## src/rtl/sobel_bist_controller_pkg.sv

```systemverilog
// sobel_bist_controller_pkg: shared widths, BIST FSM states and LFSR taps for the gray/Sobel self-test.
package sobel_bist_controller_pkg;

    localparam int PIXEL_WIDTH_IN         = 24;
    localparam int MAX_PIXEL_BITS         = 24;
    localparam int CNT_WIDTH_DEFAULT      = 16;
    localparam int TIMEOUT_CYCLES_DEFAULT = 1024;

    // Fibonacci taps 24,23,22,17 expressed as bit positions 23,22,21,16
    localparam logic [PIXEL_WIDTH_IN-1:0] LFSR_TAPS = 24'hE1_0000;

    typedef enum logic [2:0] {
        BIST_IDLE,
        BIST_CLEAR,
        BIST_RUN,
        BIST_DRAIN,
        BIST_CHECK,
        BIST_DONE
    } bist_state_e;

    function automatic logic [PIXEL_WIDTH_IN-1:0] lfsr_step(input logic [PIXEL_WIDTH_IN-1:0] v);
        return {v[PIXEL_WIDTH_IN-2:0], ^(v & LFSR_TAPS)};
    endfunction

endpackage

```

## src/rtl/sobel_bist_controller_lfsr.sv

```systemverilog
// bist_lfsr: stimulus LFSR with seed load (zero seed forced to 1) and per-transfer advance.
module bist_lfsr
    import sobel_bist_controller_pkg::*;
(
    input  logic                      clk_i,
    input  logic                      nreset_i,
    input  logic                      load_i,
    input  logic [PIXEL_WIDTH_IN-1:0] seed_i,
    input  logic                      advance_i,
    output logic [PIXEL_WIDTH_IN-1:0] value_o
);

    localparam logic [PIXEL_WIDTH_IN-1:0] LFSR_ONE = PIXEL_WIDTH_IN'(1);

    logic [PIXEL_WIDTH_IN-1:0] lfsr_q, lfsr_d;

    // An all-zero state would lock the LFSR, so a zero seed becomes 1
    always_comb begin
        lfsr_d = load_i    ? ((seed_i == '0) ? LFSR_ONE : seed_i) :
                 advance_i ? lfsr_step(lfsr_q) : lfsr_q;
    end

    always_ff @(posedge clk_i or negedge nreset_i) begin
        if (!nreset_i) lfsr_q <= LFSR_ONE;
        else           lfsr_q <= lfsr_d;
    end

    assign value_o = lfsr_q;

endmodule

```

## src/rtl/sobel_bist_controller.sv

```systemverilog
// sobel_bist_controller: drives LFSR stimulus into the pixel pipeline, sequences the signature
// analyzer, counts responses and checks the final signature against a golden value.
module sobel_bist_controller
    import sobel_bist_controller_pkg::*;
#(
    parameter int CNT_WIDTH      = CNT_WIDTH_DEFAULT,
    parameter int TIMEOUT_CYCLES = TIMEOUT_CYCLES_DEFAULT
) (
    input  logic                      clk_i,
    input  logic                      nreset_i,
    input  logic                      start_i,
    input  logic                      abort_i,
    input  logic [CNT_WIDTH-1:0]      num_pixels_i,
    input  logic [PIXEL_WIDTH_IN-1:0] seed_i,
    input  logic [MAX_PIXEL_BITS-1:0] golden_i,
    output logic [PIXEL_WIDTH_IN-1:0] stim_data_o,
    output logic                      stim_valid_o,
    input  logic                      stim_ready_i,
    input  logic                      resp_valid_i,
    output logic                      sa_clear_o,
    output logic                      sa_en_o,
    input  logic [MAX_PIXEL_BITS-1:0] signature_i,
    output logic                      busy_o,
    output logic                      done_o,
    output logic                      pass_o,
    output logic                      timeout_o
);

    localparam int                   IW       = $clog2(TIMEOUT_CYCLES + 1);
    localparam logic [CNT_WIDTH-1:0] CNT_ONE  = CNT_WIDTH'(1);
    localparam logic [IW-1:0]        IDLE_ONE = IW'(1);
    localparam logic [IW-1:0]        IDLE_MAX = IW'(TIMEOUT_CYCLES - 1);

    bist_state_e               state_q, state_d;
    logic [CNT_WIDTH-1:0]      num_q, num_d;
    logic [CNT_WIDTH-1:0]      sent_q, sent_d;
    logic [CNT_WIDTH-1:0]      recv_q, recv_d;
    logic [IW-1:0]             idle_q, idle_d;
    logic [MAX_PIXEL_BITS-1:0] golden_q, golden_d;
    logic                      pass_q, pass_d;
    logic                      timeout_q, timeout_d;
    logic [PIXEL_WIDTH_IN-1:0] lfsr_value;
    logic                      start_ok, accept, counted, in_run, in_sa_en;

    assign in_run   = (state_q == BIST_RUN);
    assign in_sa_en = in_run || (state_q == BIST_DRAIN);
    assign start_ok = start_i && !abort_i && ((state_q == BIST_IDLE) || (state_q == BIST_DONE));
    assign accept   = in_run && stim_ready_i;
    // recv saturates at the programmed count so surplus responses cannot wrap it
    assign counted  = resp_valid_i && in_sa_en && (recv_q != num_q);

    bist_lfsr u_lfsr (
        .clk_i     (clk_i),
        .nreset_i  (nreset_i),
        .load_i    (start_ok),
        .seed_i    (seed_i),
        .advance_i (accept),
        .value_o   (lfsr_value)
    );

    always_comb begin
        state_d   = state_q;
        num_d     = num_q;
        sent_d    = sent_q;
        recv_d    = recv_q;
        idle_d    = idle_q;
        golden_d  = golden_q;
        pass_d    = pass_q;
        timeout_d = timeout_q;
        if (abort_i) begin
            state_d   = BIST_IDLE;
            pass_d    = 1'b0;
            timeout_d = 1'b0;
        end else begin
            if (counted) recv_d = recv_q + CNT_ONE;
            unique case (state_q)
                BIST_IDLE, BIST_DONE: begin
                    if (start_i) begin
                        state_d   = BIST_CLEAR;
                        num_d     = num_pixels_i;
                        golden_d  = golden_i;
                        pass_d    = 1'b0;
                        timeout_d = 1'b0;
                    end
                end
                BIST_CLEAR: begin
                    sent_d  = '0;
                    recv_d  = '0;
                    idle_d  = '0;
                    state_d = (num_q == '0) ? BIST_CHECK : BIST_RUN;
                end
                BIST_RUN: begin
                    if (accept) sent_d = sent_q + CNT_ONE;
                    if (accept && (sent_q + CNT_ONE == num_q)) state_d = BIST_DRAIN;
                end
                BIST_DRAIN: begin
                    if (recv_q == num_q) begin
                        state_d = BIST_CHECK;
                    end else if (counted) begin
                        idle_d = '0;
                    end else if (idle_q == IDLE_MAX) begin
                        state_d   = BIST_DONE;
                        timeout_d = 1'b1;
                        pass_d    = 1'b0;
                    end else begin
                        idle_d = idle_q + IDLE_ONE;
                    end
                end
                BIST_CHECK: begin
                    // analyzer already absorbed the last response on the previous edge
                    pass_d  = (signature_i == golden_q);
                    state_d = BIST_DONE;
                end
                default: state_d = BIST_IDLE;
            endcase
        end
    end

    always_ff @(posedge clk_i or negedge nreset_i) begin
        if (!nreset_i) begin
            state_q   <= BIST_IDLE;
            num_q     <= '0;
            sent_q    <= '0;
            recv_q    <= '0;
            idle_q    <= '0;
            golden_q  <= '0;
            pass_q    <= 1'b0;
            timeout_q <= 1'b0;
        end else begin
            state_q   <= state_d;
            num_q     <= num_d;
            sent_q    <= sent_d;
            recv_q    <= recv_d;
            idle_q    <= idle_d;
            golden_q  <= golden_d;
            pass_q    <= pass_d;
            timeout_q <= timeout_d;
        end
    end

    assign stim_valid_o = in_run;
    assign stim_data_o  = in_run ? lfsr_value : '0;
    assign sa_clear_o   = (state_q == BIST_CLEAR);
    assign sa_en_o      = in_sa_en;
    assign busy_o       = (state_q == BIST_CLEAR) || in_sa_en || (state_q == BIST_CHECK);
    assign done_o       = (state_q == BIST_DONE);
    assign pass_o       = pass_q;
    assign timeout_o    = timeout_q;

endmodule

```

## config.mk

```make
export PLATFORM = sky130hd
export DESIGN_NAME = sobel_bist_controller
export DESIGN_NICKNAME = d
export VERILOG_FILES = /design/src/rtl/sobel_bist_controller_pkg.sv /design/src/rtl/sobel_bist_controller_lfsr.sv /design/src/rtl/sobel_bist_controller.sv
export SDC_FILE = /design/constraint.sdc
export NUM_CORES = 1
export LEC_CHECK = 0
export CORE_AREA = 2 2 124 126
export DETAILED_ROUTE_END_ITERATION = 12
export DIE_AREA = 0 0 126 128
export GPL_TIMING_DRIVEN = 0
export PLACE_DENSITY = 0.68
export SLEW_MARGIN = 20
export SYNTH_ARGS = -nofsm -noshare
export SYNTH_HDL_FRONTEND = slang
export SYNTH_HIERARCHICAL = 1
export SYNTH_SLANG_ARGS = --single-unit
```

## constraint.sdc

```tcl
create_clock -name clk_i -period 4.29 [get_ports clk_i]
set_input_delay 0.6435 -clock clk_i [delete_from_list [all_inputs] [get_ports clk_i]]
set_output_delay 0.6435 -clock clk_i [all_outputs]
set_load 0.01 [all_outputs]
```

==> reports/results.txt <==
Post-CTS Setup Inserts -> 0
core footprint -> 14,860 sq um
crit end category -> output pin
CTS tree -> done
Post-Route M1 WL -> 7594 um
Avg Cell Area, Syn -> 10.01 sq um
Fin Clk Skew -> 7.255 ps
Area contributors post-synth -> dfrtp_1, mux2_1, xnor2_1, mux2i_1, xor2_1
Final ANT Viol Nets -> 0
Final setup viols -> 0
max-cap violation count -> 0
TritonCTS buffer count -> 9
DP HPWL -> 12,600 um
Clock transition at path regs -> 80 ps
area leader, netlist -> dfrtp_1
maximum vdd drop -> 0.0002709 V
vias per cell -> 5.713
CP required -> 3650 ps
Pre-antenna DRT Iters -> 5
final hold violations -> 0
initial DRC count -> 471
CTS Hold Bufs -> 0
Resized cells post-CTS -> 0
Initial Utilization -> 0.4425
pwr dens -> 517.0 nW/um^2
die area -> 16,130 sq um
Max FO, Critical Path -> 10
met3 wire length -> 1329 um
crit-path cells -> buf_2 -> nor3b_4 -> clkbuf_1 -> and2_1 -> clkdlybuf4s50_1
initial antenna violation count -> 0
crit start category -> flop
EDFF count, synth -> 0
final core utilization -> 0.5625
status -> completed
unrepaired setup endpoints after global routing -> false
Most used DFF post-synth -> dfrtp_1
actual slew at the worst max-slew pin -> 852.2 ps
synth warn -> 6
Root Buffer -> clkbuf_16
FMAX -> 325.1 MHz
critical setup path kind -> flop to output pin
port bufs -> 124
clock buffer depth -> 2
Total Neg Setup Slack -> 0 ps
routed wire length -> 17,020 um
Max stage delay on crit path -> 550 ps
Critical Path AT -> 2430 ps
RR Endpoint -> u_lfsr/value_o[3]$_DFFE_PN0P_
vias in the first global route -> 5,694
final worst path period need -> 3076 ps
Post-synth top cells -> dfrtp_1, nand2_1, o21ai_0
routability cong. -> 0.8784
Layout area overhead -> 27.11%
layout cell share with drive strength beyond 1 -> 0.08145
FF-to-FF path depth -> 13
CP max stage cell -> clkdlybuf4s50_1
DRC viols -> 0
Post-Syn Nets -> 754
drt wl/cell -> 17.26 um
Clock Latency Late Sink -> 360 ps
grt ovf -> 0
synthesized instance count -> 657
number of synthesized register bits -> 112
fin crit share -> 0.7170
RR Startpoint -> state_q[0]$_DFFE_PN0P_
Rel. slew slack -> 0.4244
clk sinks -> 112
die width -> 126 um
first-pass GRT wire length -> 28,700 um
Total GRT Usage -> 0.2197
H-tree depth -> 3
pin count of the biggest net entering global routing -> 60
post-synthesis sequential area ratio -> 0.4263
Rows -> 45
asr flop ratio synth -> 1.000
r2r setup slk -> 1580 ps
diode count -> 0
vias -> 5,633
Netlist cell types -> 66
routed wl met2 -> 7906 um
most instantiated library cell after synthesis -> dfrtp_1
Vert. Die Dim -> 128 um
Mapped Area -> 6578 sq um
Leak -> 3.240 nW
hold crit path type -> input port to async pin
Worst path top cell family by delay -> buffers and inverters
uppermost routed layer -> met4
Worst Path Buf+Inv -> 3
Ports -> 125
Nets -> 890
Slew Limit Fails -> 0
top cell type's share of synthesized area -> 0.4223
==> worst reg2reg max path, cell delays in order, from the launching register on <==
cell and delay, ps:
dfrtp_1 370, buf_4 170, nand2b_1 70, buf_2 180, and2_1 160, nand2_1 60
or3_1 310, clkbuf_1 150, buf_2 250, inv_1 110, buf_2 200, buf_1 370
nand2_1 130, o21ai_0 100
==> placed cells by master, fill, tap and decap left out, types with 5 or more instances in the layout <==
cell | synthesis | final
o41ai_1 | 6 | 6
nand3_1 | 17 | 17
xnor2_1 | 39 | 39
mux2_1 | 40 | 40
and2_1 | 27 | 27
and4_1 | 7 | 7
or3_1 | 5 | 5
o21ai_1 | 20 | 20
dfrtp_1 | 111 | 111
o31ai_1 | 16 | 16
buf_2 | 16 | 16
inv_1 | 12 | 12
or4_1 | 12 | 12
clkdlybuf4s50_1 | 0 | 123
clkbuf_16 | 0 | 9
o21ai_0 | 42 | 42
a21oi_1 | 29 | 29
nor2_1 | 23 | 23
nor4_1 | 14 | 14
xor2_1 | 26 | 26
nand2_1 | 49 | 49
nor4_2 | 6 | 6
nor3_1 | 11 | 11
nand2b_1 | 6 | 6
mux2i_1 | 26 | 26
nand4_1 | 17 | 17
clkbuf_1 | 14 | 15
and3_1 | 5 | 5
a31oi_1 | 5 | 5
buf_4 | 5 | 5
buf_6 | 4 | 5
==> power by group <==
group,leakage [nW],total (mW),switching (mW),internal [mW]
combinational,1.68,1.74,0.873,0.864
clock,0.131,0.821,0.419,0.403
sequential,1.43,1.77,0.366,1.40
==> state kept, by name (all words and copies together), names as in the netlist <==
signal	cells
golden_q	24
u_lfsr/value_o	24
num_q	16
recv_q	16
sent_q	16
idle_q	11
state_q	3
pass_o	1
timeout_o	1
==> final cells by class <==
cell class,instances,area (sq um)
fillers,1334,6504
multi-input cells,493,3510
flip-flops and latches,112,2804
repair buffers,125,1270
well taps,188,235.2
clock buffers,10,229.0
plain buffers,40,219.0
clock inverters,6,48.80
inverters,12,45.04
==> metrics by stage <==
step / total power, mW / hold WS (ps) / worst slack (ps) / area (sq um) / instances
after detailed placement: 3.512 / 485.7 / 1186 / 8083 / 970
after CTS: 4.357 / 259.2 / 1165 / 8361 / 986
after global routing: 4.631 / 269.6 / 1012 / 8361 / 986
after floorplan: 2.870 / 347.9 / 2061 / 6578 / 657
final: 4.323 / 234.6 / 1214 / 8361 / 986
after global placement: 3.447 / 483.1 / -1863 / 8054 / 969
==> worst max-delay path by stage <==
stage	from	endpoint	slack, ps	cells after the start
6_report	state_q[2]$_DFFE_PN0P_	stim_data_o[21]	1210	5
5_1_grt	state_q[2]$_DFFE_PN0P_	stim_data_o[13]	1010	5
4_1_cts	state_q[2]$_DFFE_PN0P_	stim_data_o[21]	1170	5
3_5_place_dp	abort_i	sent_q[11]$_DFFE_PN0P_	1190	7
3_3_place_gp	nreset_i	u_lfsr/value_o[11]$_DFFE_PN0P_	-1860	1
2_1_floorplan	state_q[0]$_DFFE_PN0P_	u_lfsr/value_o[10]$_DFFE_PN0P_	2060	13
==> layer usage <==
| layer | vias up | GRT usage |
|---|---|---|
| met1 | 2753 | 0.2932 |
| met3 | 14 | 0.07471 |
| li1 | 2683 | - |
| met4 | 0 | 0.05107 |
| met5 | - | 0 |
| met2 | 183 | 0.3479 |
==> logic make-up after synthesis <==
| family | synth area share |
|---|---|
| multiplexers | 0.1098 |
| adder cells (fa/ha/maj) | 0.005707 |
| buffers and inverters | 0.04014 |
| flip-flops | 0.4263 |
| XOR/XNOR | 0.08655 |
| AND/OR/NAND/NOR | 0.1929 |
| AO/OA/AOI/OAI | 0.1387 |
No activity file was read; power rests on OpenSTA's default activity.
